`config.mk`:
```
export PLATFORM = sky130hd
export DESIGN_NAME = pipeline_skid_reg
export DESIGN_NICKNAME = d
export VERILOG_FILES = /design/src/rtl/pipe_pkg.sv /design/src/rtl/pipe_entry_reg.sv /design/src/rtl/pipeline_skid_reg.sv
export SDC_FILE = /design/constraint.sdc
export NUM_CORES = 1
export LEC_CHECK = 0
export BUFFER_PORTS_ARGS = -buffer_cell sky130_fd_sc_hd__buf_2
export CORE_MARGIN = 1
export CORE_UTILIZATION = 44
export DETAILED_ROUTE_END_ITERATION = 10
export GPL_ROUTABILITY_DRIVEN = 0
export PLACE_DENSITY = 0.67
export SETUP_SLACK_MARGIN = 0.1
export SLEW_MARGIN = 10
export SYNTH_ARGS = -nofsm -noshare
export SYNTH_HDL_FRONTEND = slang
export SYNTH_HIERARCHICAL = 1
export SYNTH_SLANG_ARGS = --single-unit
```
`constraint.sdc`:
```
create_clock -name i_clk -period 4.9 [get_ports i_clk]
set_input_delay 0.98 -clock i_clk [delete_from_list [all_inputs] [get_ports i_clk]]
set_output_delay 0.98 -clock i_clk [all_outputs]
set_load 0.1 [all_outputs]
```
`src/rtl/pipe_pkg.sv`:
```
// rtl/pipe_pkg.sv - shared state encoding and default stage widths for pipeline_skid_reg
package pipe_pkg;

  typedef enum logic [1:0] {
    ST_EMPTY = 2'd0,
    ST_ONE   = 2'd1,
    ST_TWO   = 2'd2
  } state_t;

  // Per-boundary widths: E->M carries AluResult, WriteData and WA3, padded.
  localparam int CTRL_W_EM = 4;
  localparam int DATA_W_EM = 72;
  localparam int CTRL_W_MW = 2;
  localparam int DATA_W_MW = 72;
  localparam int CNT_W_DEF = 16;

endpackage

```
`src/rtl/pipe_entry_reg.sv`:
```
// rtl/pipe_entry_reg.sv - one held pipeline entry: ctrl and data registers with load and ctrl-clear
module pipe_entry_reg #(
  parameter int CTRL_W = 4,
  parameter int DATA_W = 72
) (
  input  logic              i_clk,
  input  logic              i_rst,
  input  logic              i_load,
  input  logic              i_clr_ctrl,
  input  logic [CTRL_W-1:0] i_ctrl,
  input  logic [DATA_W-1:0] i_data,
  output logic [CTRL_W-1:0] o_ctrl,
  output logic [DATA_W-1:0] o_data
);

  logic [CTRL_W-1:0] r_ctrl;
  logic [DATA_W-1:0] r_data;

  // Clearing only touches ctrl, so squashed entries become bubbles while data keeps its last value.
  always_ff @(posedge i_clk or posedge i_rst) begin
    if (i_rst) begin
      r_ctrl <= '0;
      r_data <= '0;
    end else begin
      if (i_clr_ctrl) begin
        r_ctrl <= '0;
      end else if (i_load) begin
        r_ctrl <= i_ctrl;
      end
      if (i_load) begin
        r_data <= i_data;
      end
    end
  end

  assign o_ctrl = r_ctrl;
  assign o_data = r_data;

endmodule

```
`src/rtl/pipeline_skid_reg.sv`:
```
// rtl/pipeline_skid_reg.sv - valid/ready pipeline boundary with two-entry skid, flush and stall counter
module pipeline_skid_reg
  import pipe_pkg::*;
#(
  parameter int CTRL_W = CTRL_W_EM,
  parameter int DATA_W = DATA_W_EM,
  parameter int CNT_W  = CNT_W_DEF
) (
  input  logic              i_clk,
  input  logic              i_reset_asynchronous,
  input  logic              i_flush,
  input  logic              i_in_valid,
  output logic              o_in_ready,
  input  logic [CTRL_W-1:0] i_in_ctrl,
  input  logic [DATA_W-1:0] i_in_data,
  output logic              o_out_valid,
  input  logic              i_out_ready,
  output logic [CTRL_W-1:0] o_out_ctrl,
  output logic [DATA_W-1:0] o_out_data,
  input  logic              i_stats_clear,
  output logic [CNT_W-1:0]  o_stall_count
);

  state_t r_state;
  state_t w_next_state;

  logic              w_in_fire;
  logic              w_out_fire;
  logic              w_main_load;
  logic              w_main_from_skid;
  logic              w_main_clr;
  logic              w_skid_load;
  logic              w_skid_clr;
  logic [CTRL_W-1:0] w_main_d_ctrl;
  logic [DATA_W-1:0] w_main_d_data;
  logic [CTRL_W-1:0] w_skid_ctrl;
  logic [DATA_W-1:0] w_skid_data;
  logic [CNT_W-1:0]  r_stall_count;

  assign o_in_ready  = (r_state != ST_TWO) & ~i_flush;
  assign o_out_valid = (r_state != ST_EMPTY);
  assign w_in_fire   = i_in_valid & o_in_ready;
  assign w_out_fire  = o_out_valid & i_out_ready;

  always_ff @(posedge i_clk or posedge i_reset_asynchronous) begin
    if (i_reset_asynchronous) begin
      r_state <= ST_EMPTY;
    end else begin
      r_state <= w_next_state;
    end
  end

  always_comb begin
    w_next_state     = r_state;
    w_main_load      = 1'b0;
    w_main_from_skid = 1'b0;
    w_main_clr       = 1'b0;
    w_skid_load      = 1'b0;
    w_skid_clr       = 1'b0;
    if (i_flush) begin
      w_next_state = ST_EMPTY;
      w_main_clr   = 1'b1;
      w_skid_clr   = 1'b1;
    end else begin
      case (r_state)
        ST_EMPTY: begin
          if (w_in_fire) begin
            w_main_load  = 1'b1;
            w_next_state = ST_ONE;
          end
        end
        ST_ONE: begin
          if (w_in_fire && w_out_fire) begin
            w_main_load = 1'b1;
          end else if (w_in_fire) begin
            w_skid_load  = 1'b1;
            w_next_state = ST_TWO;
          end else if (w_out_fire) begin
            w_main_clr   = 1'b1;
            w_next_state = ST_EMPTY;
          end
        end
        ST_TWO: begin
          if (w_out_fire) begin
            w_main_load      = 1'b1;
            w_main_from_skid = 1'b1;
            w_skid_clr       = 1'b1;
            w_next_state     = ST_ONE;
          end
        end
        default: begin
          w_next_state = ST_EMPTY;
          w_main_clr   = 1'b1;
          w_skid_clr   = 1'b1;
        end
      endcase
    end
  end

  assign w_main_d_ctrl = w_main_from_skid ? w_skid_ctrl : i_in_ctrl;
  assign w_main_d_data = w_main_from_skid ? w_skid_data : i_in_data;

  pipe_entry_reg #(.CTRL_W(CTRL_W), .DATA_W(DATA_W)) u_main (
    .i_clk      (i_clk),
    .i_rst      (i_reset_asynchronous),
    .i_load     (w_main_load),
    .i_clr_ctrl (w_main_clr),
    .i_ctrl     (w_main_d_ctrl),
    .i_data     (w_main_d_data),
    .o_ctrl     (o_out_ctrl),
    .o_data     (o_out_data)
  );

  pipe_entry_reg #(.CTRL_W(CTRL_W), .DATA_W(DATA_W)) u_skid (
    .i_clk      (i_clk),
    .i_rst      (i_reset_asynchronous),
    .i_load     (w_skid_load),
    .i_clr_ctrl (w_skid_clr),
    .i_ctrl     (i_in_ctrl),
    .i_data     (i_in_data),
    .o_ctrl     (w_skid_ctrl),
    .o_data     (w_skid_data)
  );

  always_ff @(posedge i_clk or posedge i_reset_asynchronous) begin
    if (i_reset_asynchronous) begin
      r_stall_count <= '0;
    end else if (i_stats_clear) begin
      r_stall_count <= '0;
    end else if (o_out_valid && !i_out_ready && (r_stall_count != {CNT_W{1'b1}})) begin
      r_stall_count <= r_stall_count + 1'b1;
    end
  end

  assign o_stall_count = r_stall_count;

endmodule

```
==> impl_metrics.yaml, run 1 <==
route:
  drt_drc_violations_left: 0
  via_count: 5046
  routed_via_density: 5.27
  first_iter_violations: 174
  wirelength_mm: 16.5
  drt_first_pass_iters: 4
  ant_nets: 0
  wire_per_inst_microns: 17.2
clock_tree:
  cts_resized: 0
  cts_root_buf: "clkbuf_16"
  post_cts_buffers: 0
  clkTransAtPathRegs_ns: 0.06
  clock_path_buffers: 2
  clk_latency_ns: 0.42
  cts_tree: "built"
  cts_sinks: 170
  numCtsBuffers: 17
  postCtsHoldBufs: 0
  htree_levels: 4
power:
  ir_worst_vdd_v: 0.000370
  p_leak_nw: 4.20
  pwr_density_cell_nw_per_um2: 508
  power.total_mw: 4.76
logic_synthesis:
  yosysWarnings: 6
  yosysUniqueCellTypes: 37
  synthArstFlopShare: 1.00
  yosys.area.top_type: "dfrtp_1"
  syn_nets: 631
  syn-instance-count: 548
  ys_seq_area_frac: 0.551
  synth-edff-count: 0
  synthFlopType: "dfrtp_1"
  synth.ff_latch_count: 170
  syn_area_sq_um: 7720
  synthDominantCellAreaShare: 0.551
  yosys-top-cells-area: "dfrtp_1 55%, mux2_2 33%, buf_6 1.3%"
  synth_area_per_cell_sq_um: 14.1
timing:
  fin_ws_ns: 2.16
  skew_ns: 0.00796
  worst_pin_slew_ns: 0.979
  drv_slew: 0
  min_period_ns: 2.74
  fin_worst_hold_slack_ns: 0.501
  post-route-period-util: 0.558
  setup_viol: 0
  slew_headroom: 0.347
  hold_viol_final: 0
  rsz0062_at_grt: "false"
  setup_tns_ns: 0
  fmax_mhz: 366
global_route:
  globalRouteTotalUtil: 0.193
  grt_max_degree: 62
  first_global_vias: 5431
  antenna_found_initial: 1
  grt_pass1_wl_mm: 27.2
  grt_overflow_total: 0
cells_and_area:
  drive_gt1_frac: 0.614
  num-fill-cells: 1455
  syn2layout_area_growth_pct: 21.3
  nets: 801
critical_path:
  required_ns: 3.92
  crit_buf_inv: 2
  r2r_slack_ns: 2.61
  max_stage_delay_ns: 0.45
  startpoint_type: "primary input"
  path_max_fanout: 8
  crit_type: "primary input to primary output"
  worst-endpoint-arrival_ns: 1.76
  path_cells: "buf_2, a21oi_1, buf_2"
  cp_slowest_cell: "buf_2"
  cpMostUsedCell: "buf_2"
  cp-end-kind: "primary output"
  cpLargestDelayFamily: "buffers and inverters"
die:
  coreArea_sq_um: 17200
  initial_core_util: 0.448
  die_x_microns: 135
  ios: 176
  rows: 48
  fp.dieH_microns: 135
  dieArea_sq_um: 18100
placed_design:
  dp_hpwl_mm: 11.1
  port_buffers: 175
  pre_cts_ws_ns: 1.96
status:
  status: "completed"
job:
  maxCapViolCount: 0
worst_hold_path:
  hold_path.class: "flip-flop to flip-flop"
==> cell usage in the layout, fill, tap and decap left out, types with 2 or more instances in the layout <==
cell type  Yosys  layout
clkinv_4       0       2
nor2_1        20      19
inv_6          0       3
o21ai_0        5       5
nand2_1       11      11
buf_2         12     175
o21bai_1       3       3
mux2_2       224     224
clkbuf_8       1       2
o31ai_1        4       4
clkinv_2       0       4
mux2i_1       10      10
clkbuf_16      0      17
nor4_1         6       6
nor2b_1        3       3
nor3_1         4       3
dfrtp_1      170     170
nand3_1        7       7
a211oi_1       2       2
buf_4          2       7
or3_1          4       4
or4_1          4       4
nand4_1        4       4
bufinv_16      0       3
a21oi_1       12      12
nand2b_1       3       3
inv_1          7       5
==> metal layers <==
metal / global-route usage / wire length (microns) / vias to the layer above
li1: - / - / 2323
met1: 0.234 / 6940 / 2561
met2: 0.324 / 8180 / 138
met3: 0.0574 / 1030 / 24
met4: 0.0737 / 316 / 0
met5: 0 / 0 / -
==> final cells by class <==
cell class / count / area (sq um) / area share
Antenna cell: 1 / 2.50 / 0.000267
Clock buffer: 20 / 457 / 0.0487
Clock inverter: 12 / 163 / 0.0174
Inverter: 7 / 28.8 / 0.00307
Multi-Input combinational cell: 339 / 3240 / 0.345
Sequential cell: 170 / 4250 / 0.454
Tap cell: 225 / 282 / 0.0300
Timing Repair Buffer: 183 / 948 / 0.101
==> worst paths after layout <==
kind	cells past startpoint	endpoint	startpoint
worst max-delay path	3	o_in_ready	i_flush
worst min-delay path	1	u_skid/o_data[12]	u_skid/o_data[12]
worst max register to register	6	u_main/o_data[62]	r_state[0]
worst min register to register	1	u_skid/o_data[12]	u_skid/o_data[12]
max in group asynchronous	3	u_main/o_data[47]	i_reset_asynchronous
min in group asynchronous	2	o_stall_count[1]	i_reset_asynchronous
==> where the power goes <==
part	switching (mW)	internal (mW)	leakage (nW)
clock network	0.562	0.837	0.303
registers	0.142	1.70	2.09
logic	1.15	0.371	1.81
total	1.86	2.91	4.20
==> Yosys cell counts, types with 2 or more instances <==
cell type  instances
nand2_1           11
mux2i_1           10
a21oi_1           12
or3_1              4
nor4_1             6
nor2_1            20
nand3_1            7
clkbuf_1           7
o31ai_1            4
nand2b_1           3
nand4_1            4
buf_4              2
nor3_1             4
o21bai_1           3
buf_2             12
inv_1              7
dfrtp_1          170
mux2_2           224
a211oi_1           2
nor2b_1            3
buf_6              9
nor3b_1            2
o21ai_0            5
or4_1              4
==> stage by stage <==
stage	utilization	std cells	instance area (sq um)
floorplan	-	548	7720
finish	0.544	957	9370
global placement	0.508	924	8750
CTS	0.544	956	9370
global route	0.544	957	9370
detailed placement	0.508	924	8750
==> flip-flops by register name, summed over array words and instances, names as in the netlist <==
register	flops
o_stall_count	16
r_state	2
u_main/o_ctrl	4
u_main/o_data	72
u_skid/o_ctrl	4
u_skid/o_data	72
==> kinds of logic (layout without fill, tap and decap cells) <==
kind of cell	after synthesis	after routing	share of synthesized area
muxes	234	234	0.339
adders and majority gates	1	1	0.00162
and+or+nand+nor	74	74	0.0513
DFF	170	170	0.551
buffers and inverters	39	222	0.0326
AOI/OAI and AO/OA	30	30	0.0243
other	0	1	0
Power figures use the tool's default switching activity.
==> run 2: changes to the inputs <==
--- a/config.mk
+++ b/config.mk
@@ -5,6 +5,7 @@
 export SDC_FILE = /design/constraint.sdc
 export NUM_CORES = 1
 export LEC_CHECK = 0
+export ABC_AREA = 1
 export BUFFER_PORTS_ARGS = -buffer_cell sky130_fd_sc_hd__buf_2
 export CORE_MARGIN = 1
 export CORE_UTILIZATION = 44
==> constraint.sdc (replaced) <==
create_clock -name i_clk -period 2.74 [get_ports i_clk]
set_input_delay 0.548 -clock i_clk [delete_from_list [all_inputs] [get_ports i_clk]]
set_output_delay 0.548 -clock i_clk [all_outputs]
set_load 0.1 [all_outputs]
==> run 2 against run 1 <==
The flow now finishes with violations (DRC). Register-to-register slack worse by 1.8 ns. Clock-buffer cell count down 1. Sequential power up 110%. Via count up 23%. Cell count up 37%. Synthesized cell count up 66%. Sequential share of layout area down 2.0 points. Die area up 7.1%. Wire length up 8.3%. Largest power group is now combinational cells.
==> impl_metrics.yaml, run 2 <==
die:
  dieArea_sq_um: 19400
  coreArea_sq_um: 18200
  initial_core_util: 0.455
  ios: 176
  die_x_microns: 139
  fp.dieH_microns: 139
  rows: 49
logic_synthesis:
  synth.ff_latch_count: 170
  yosysMostFrequentCell: "nand2_1"
  yosysWarnings: 6
  syn-instance-count: 909
  syn_area_sq_um: 8280
  synth_area_per_cell_sq_um: 9.11
  syn_nets: 992
  yosys.area_share.adder: 0.00151
  yosys.area.top_type: "dfrtp_1"
  synthFlopType: "dfrtp_1"
  yosys-top-cells-count: "217 x nand2_1, 170 x dfrtp_1, 162 x inv_1"
  synthArstFlopShare: 1.00
  synth-edff-count: 0
  synthDominantCellAreaShare: 0.514
  synth_top_family_by_area: "simple AND/OR/NAND/NOR gates"
  ys_seq_area_frac: 0.514
  synth_simple_gate_area_frac: 0.141
  yosysUniqueCellTypes: 28
  synthXorXnorAreaFrac: 0.00423
  synthMuxAreaShare: 0.122
  synth_compound_area_frac: 0.0981
  yosys-top-cells-area: "dfrtp_1 51%, nand2_1 9.8%, o21ai_0 8.8%"
worst_hold_path:
  hold_path.class: "primary input to async pin"
power:
  ir_worst_vdd_v: 0.000669
  swShare: 0.478
  power_frac_seq: 0.380
  p_int_mw: 5.27
  power_frac_clock: 0.220
  pwr_density_cell_nw_per_um2: 1030
  p_leak_nw: 5.08
  pwr-share-comb: 0.400
  p_sw_mw: 4.82
cells_and_area:
  layout_common_cells: "217 x nand2_1, 175 x buf_2, 170 x dfrtp_1"
  syn2layout_area_growth_pct: 18.3
  num-fill-cells: 1689
  mostFrequentLayoutCell: "nand2_1"
  nets: 1153
  fin_area_sq_um: 9800
  drive_gt1_frac: 0.287
  diodes: 0
timing:
  rsz0062_at_grt: "false"
  min_period_ns: 2.15
  setup_tns_ns: 0
  post-route-period-util: 0.786
  worst_pin_slew_ns: 0.725
  hold_viol_final: 0
  skew_ns: 0.00774
  setup_viol: 0
  fin_worst_hold_slack_ns: 0.166
  fmax_mhz: 464
  drv_slew: 0
  slew_headroom: 0.516
clock_tree:
  cts_tree: "built"
  numCtsBuffers: 17
  cts_resized: 0
  post_cts_buffers: 0
  cts_root_buf: "clkbuf_16"
  clkTransAtPathRegs_ns: 0.07
  clock_path_buffers: 2
  clk_latency_ns: 0.42
  postCtsHoldBufs: 0
  htree_levels: 4
  cts_sinks: 170
placed_design:
  dp_hpwl_mm: 12.0
  postPlaceCellArea_sq_um: 9250
  port_buffers: 175
route:
  wirelength_mm: 17.8
  routed_via_density: 4.72
  drt_drc_violations_left: 14
  ant_nets: 0
  first_iter_violations: 351
  drt_first_pass_iters: 10
  via_count: 6184
  wire_per_inst_microns: 13.6
critical_path:
  worst-endpoint-arrival_ns: 1.60
  crit_type: "flip-flop to primary output"
  cp-end-kind: "primary output"
  startpoint_type: "flip-flop"
  required_ns: 2.19
  path_max_fanout: 4
status:
  violations: "DRC"
  status: "complete, but fails checks"
global_route:
  first_global_vias: 6037
  grt_overflow_total: 0
  grt_max_degree: 118
  grt_pass1_wl_mm: 29.9
  globalRouteTotalUtil: 0.195
  antenna_found_initial: 1
job:
  maxCapViolCount: 0
-- run 2: changes by cell type after synthesis, moves of 8 or more --
cell / change
a21oi_1: -8
buf_6: +13
inv_1: +155
mux2_2: -188
mux2_4: +40
mux2i_1: -10
nand2_1: +206
nand3_1: +14
nand4_1: +9
o21ai_0: +141
-- run 2: power by group through the flow --
stage / Sequential, mW / Clock, mW / Combinational (mW)
after CTS: 3.85 / 2.28 / 4.07
after floorplan: 6.28 / 0 / 0.900
after global placement: 3.84 / 0 / 4.00
final: 3.84 / 2.22 / 4.04
after global routing: 3.94 / 2.38 / 4.30
after detailed placement: 3.88 / 0 / 4.06
-- run 2: worst paths after layout --
path / endpoint / startpoint / cells past startpoint / slack [ns]
worst max-delay path: o_in_ready / r_state[1] / 4 / 0.59
worst min-delay path: u_main/o_data[13] / i_reset_asynchronous / 2 / 0.17
worst max register to register: u_main/o_ctrl[2] / r_state[1] / 7 / 0.79
worst min register to register: u_main/o_ctrl[0] / u_main/o_ctrl[0] / 2 / 0.47
max in group asynchronous: u_skid/o_ctrl[2] / i_reset_asynchronous / 3 / 1.90
min in group i_clk: u_skid/o_data[56] / i_in_data[56] / 3 / 0.36
-- run 2: final cells by class --
type                    instances  area [sq um]  area share
flip-flops and latches        170          4250       0.434
clock inverters                12          91.3     0.00932
clock buffers                  19           453      0.0462
well taps                     229           287      0.0292
inverters                     168           634      0.0648
multi-input cells             528          3050       0.311
repair buffers                185          1030       0.105
-- run 2: logic make-up (layout without fill, tap and decap cells) --
family          count (synthesis)  in the layout
fa+ha+maj                       1              1
flops                         170            170
xor+xnor                        4              4
buf+inv                       211            384
mux                            76             76
compound gates                160            160
simple gates                  287            287
-- run 2: worst max-delay path, cell delays in order (launching register included) --
cell and delay, ns:
dfrtp_1 0.42, nand2_1 0.11, inv_2 0.07, nor2_1 0.14
buf_2 0.45
-- run 2: per-stage QoR --
stage,setup slack [ns],util,power [mW],instances
after floorplan,0.254,-,7.18,909
after global placement,0.592,0.508,7.84,1280
after detailed placement,0.559,0.508,7.94,1280
after CTS,0.584,0.538,10.2,1311
after global routing,0.436,0.538,10.6,1311
final,0.587,0.538,10.1,1311
-- run 2: per-layer routing --
metal  global-route usage  routed length [microns]  vias up
met5                    0                       12        -
met4               0.0503                      167        2
met3               0.0445                      785       16
met2                0.326                     8670      141
met1                0.255                     8200     2861
li1                     -                        -     3164
==> run 3: changes to the inputs <==
--- a/config.mk
+++ b/config.mk
@@ -5,7 +5,7 @@
 export SDC_FILE = /design/constraint.sdc
 export NUM_CORES = 1
 export LEC_CHECK = 0
-export ABC_AREA = 1
+export ABC_AREA = 0
 export BUFFER_PORTS_ARGS = -buffer_cell sky130_fd_sc_hd__buf_2
 export CORE_MARGIN = 1
 export CORE_UTILIZATION = 44
==> constraint.sdc (replaced) <==
create_clock -name i_clk -period 2.2 [get_ports i_clk]
set_input_delay 0.44 -clock i_clk [delete_from_list [all_inputs] [get_ports i_clk]]
set_output_delay 0.44 -clock i_clk [all_outputs]
set_load 0.1 [all_outputs]
==> run 3 against run 2 <==
The run now ends clean. Register-to-register slack got worse by 0.57 ns. Sequential share of layout area increased by 1.4 points. Critical path depth is 1 lower. Clock power increased by 35%. Critical endpoint is now o_out_valid. Largest power group is now registers.
==> impl_metrics.yaml, run 3 (synthesis gave the netlist of run 1 again) <==
global_route:
  grt_pass1_wl_mm: 28.1
  grt_overflow_total: 0
  globalRouteTotalUtil: 0.200
  first_global_vias: 5449
  grt_max_degree: 57
  antenna_found_initial: 1
critical_path:
  crit_type: "flip-flop to primary output"
  worst-endpoint-arrival_ns: 1.61
  required_ns: 1.76
  cp-end-kind: "primary output"
  path_max_fanout: 5
  startpoint_type: "flip-flop"
  r2r_slack_ns: 0.22
timing:
  fmax_mhz: 489
  drv_slew: 0
  post-route-period-util: 0.930
  rsz0062_at_grt: "false"
  skew_ns: 0.00668
  min_period_ns: 2.05
  worst_pin_slew_ns: 0.716
  fin_ws_ns: 0.154
  setup_viol: 0
  slew_headroom: 0.522
  setup_tns_ns: 0
  hold_viol_final: 0
clock_tree:
  postCtsHoldBufs: 0
  clkTransAtPathRegs_ns: 0.06
  cts_tree: "built"
  cts_sinks: 170
  clock_path_buffers: 2
  cts_root_buf: "clkbuf_16"
  numCtsBuffers: 17
  htree_levels: 4
  clk_latency_ns: 0.42
die:
  fp.dieH_microns: 135
  die_x_microns: 135
  coreArea_sq_um: 17200
  ios: 176
  initial_core_util: 0.448
  rows: 48
  dieArea_sq_um: 18100
worst_hold_path:
  hold_path.class: "primary input to async pin"
power:
  p_int_mw: 6.42
  ir_worst_vdd_v: 0.000676
  swShare: 0.390
  power.total_mw: 10.5
  p_sw_mw: 4.10
  p_leak_nw: 4.24
  pwr-share-comb: 0.326
  pwr_density_cell_nw_per_um2: 1100
  power_frac_seq: 0.389
  power_frac_clock: 0.284
route:
  ant_nets: 0
  routed_via_density: 5.27
  via_count: 5095
  first_iter_violations: 196
  drt_first_pass_iters: 4
  wirelength_mm: 17.2
  wire_per_inst_microns: 17.8
  drt_drc_violations_left: 0
placed_design:
  dp_hpwl_mm: 11.4
  port_buffers: 175
  pre_cts_ws_ns: 0.100
cells_and_area:
  nets: 812
  layout_common_cells: "224 x mux2_2, 175 x buf_2, 153 x dfrtp_1"
  drive_gt1_frac: 0.646
  mostFrequentLayoutCell: "mux2_2"
  syn2layout_area_growth_pct: 24.0
job:
  maxCapViolCount: 0
status:
  status: "completed"
run 3: cell types whose count changed in the layout (fill, tap and decap cells not counted), moves of 10 or more:
| cell | before | now |
|---|---|---|
| dfrtp_1 | 170 | 153 |
| mux2_2 | 36 | 224 |
| o21ai_0 | 146 | 5 |
| mux2i_1 | 0 | 10 |
| nand3_1 | 21 | 7 |
| dfrtp_2 | 0 | 11 |
| mux2_4 | 40 | 0 |
| nand2_1 | 217 | 11 |
| inv_1 | 160 | 4 |
run 3: per-layer routing:
| metal | routed length [microns] | GRT usage |
|---|---|---|
| met4 | 232 | 0.0662 |
| met3 | 1050 | 0.0634 |
| met5 | 0 | 0 |
| met2 | 8510 | 0.324 |
| met1 | 7450 | 0.255 |
run 3: per-stage QoR:
step,instance area [sq um],hold WS [ns],std cells,util
3_3_place_gp,8930,0.483,931,0.518
5_1_grt,9570,0.199,965,0.555
6_report,9580,0.162,966,0.556
2_1_floorplan,7780,0.378,548,-
3_5_place_dp,8930,0.489,931,0.518
4_1_cts,9570,0.161,964,0.555
run 3: layout make-up:
cell class                      instances  area, sq um
Fill cell                            1448         7660
Tap cell                              225          282
Timing Repair Buffer                  194         1130
Inverter                                7         33.8
Sequential cell                       170         4290
Multi-Input combinational cell        339         3250
Clock inverter                          9          115
Antenna cell                            1         2.50
Clock buffer                           21          480
run 3: what timing repair did:
item,in CTS,in global routing
endpoints found under the setup margin,1,76
resized for setup,1,2
endpoints found under the hold margin,0,0
cloned,1,0
pin swaps,1,0
setup buffers,2,1
run 3: final timing paths:
check / depth (start not counted) / end / startpoint
hold reg to reg: 1 / u_main/o_data[56] / u_main/o_data[56]
max in group asynchronous: 2 / o_stall_count[0] / i_reset_asynchronous
hold / removal: 2 / u_main/o_data[22] / i_reset_asynchronous
setup / recovery: 3 / o_out_valid / r_state[0]
min in group i_clk: 2 / u_skid/o_data[27] / i_in_data[27]
setup reg to reg: 7 / u_main/o_data[61] / r_state[0]
run 3: worst max-delay path, cell delays in order (launching register included):
cell	delay [ns]
dfrtp_2	0.43
buf_4	0.16
or2_2	0.30
buf_2	0.30
run 3: power by group through the flow:
stage          sequential (mW)  clock [mW]  combinational [mW]
3_3_place_gp              4.10           0                3.39
6_report                  4.10        2.99                3.43
3_5_place_dp              4.15           0                3.45
4_1_cts                   4.10        3.08                3.46
5_1_grt                   4.18        3.20                3.57
2_1_floorplan             6.08           0               0.861
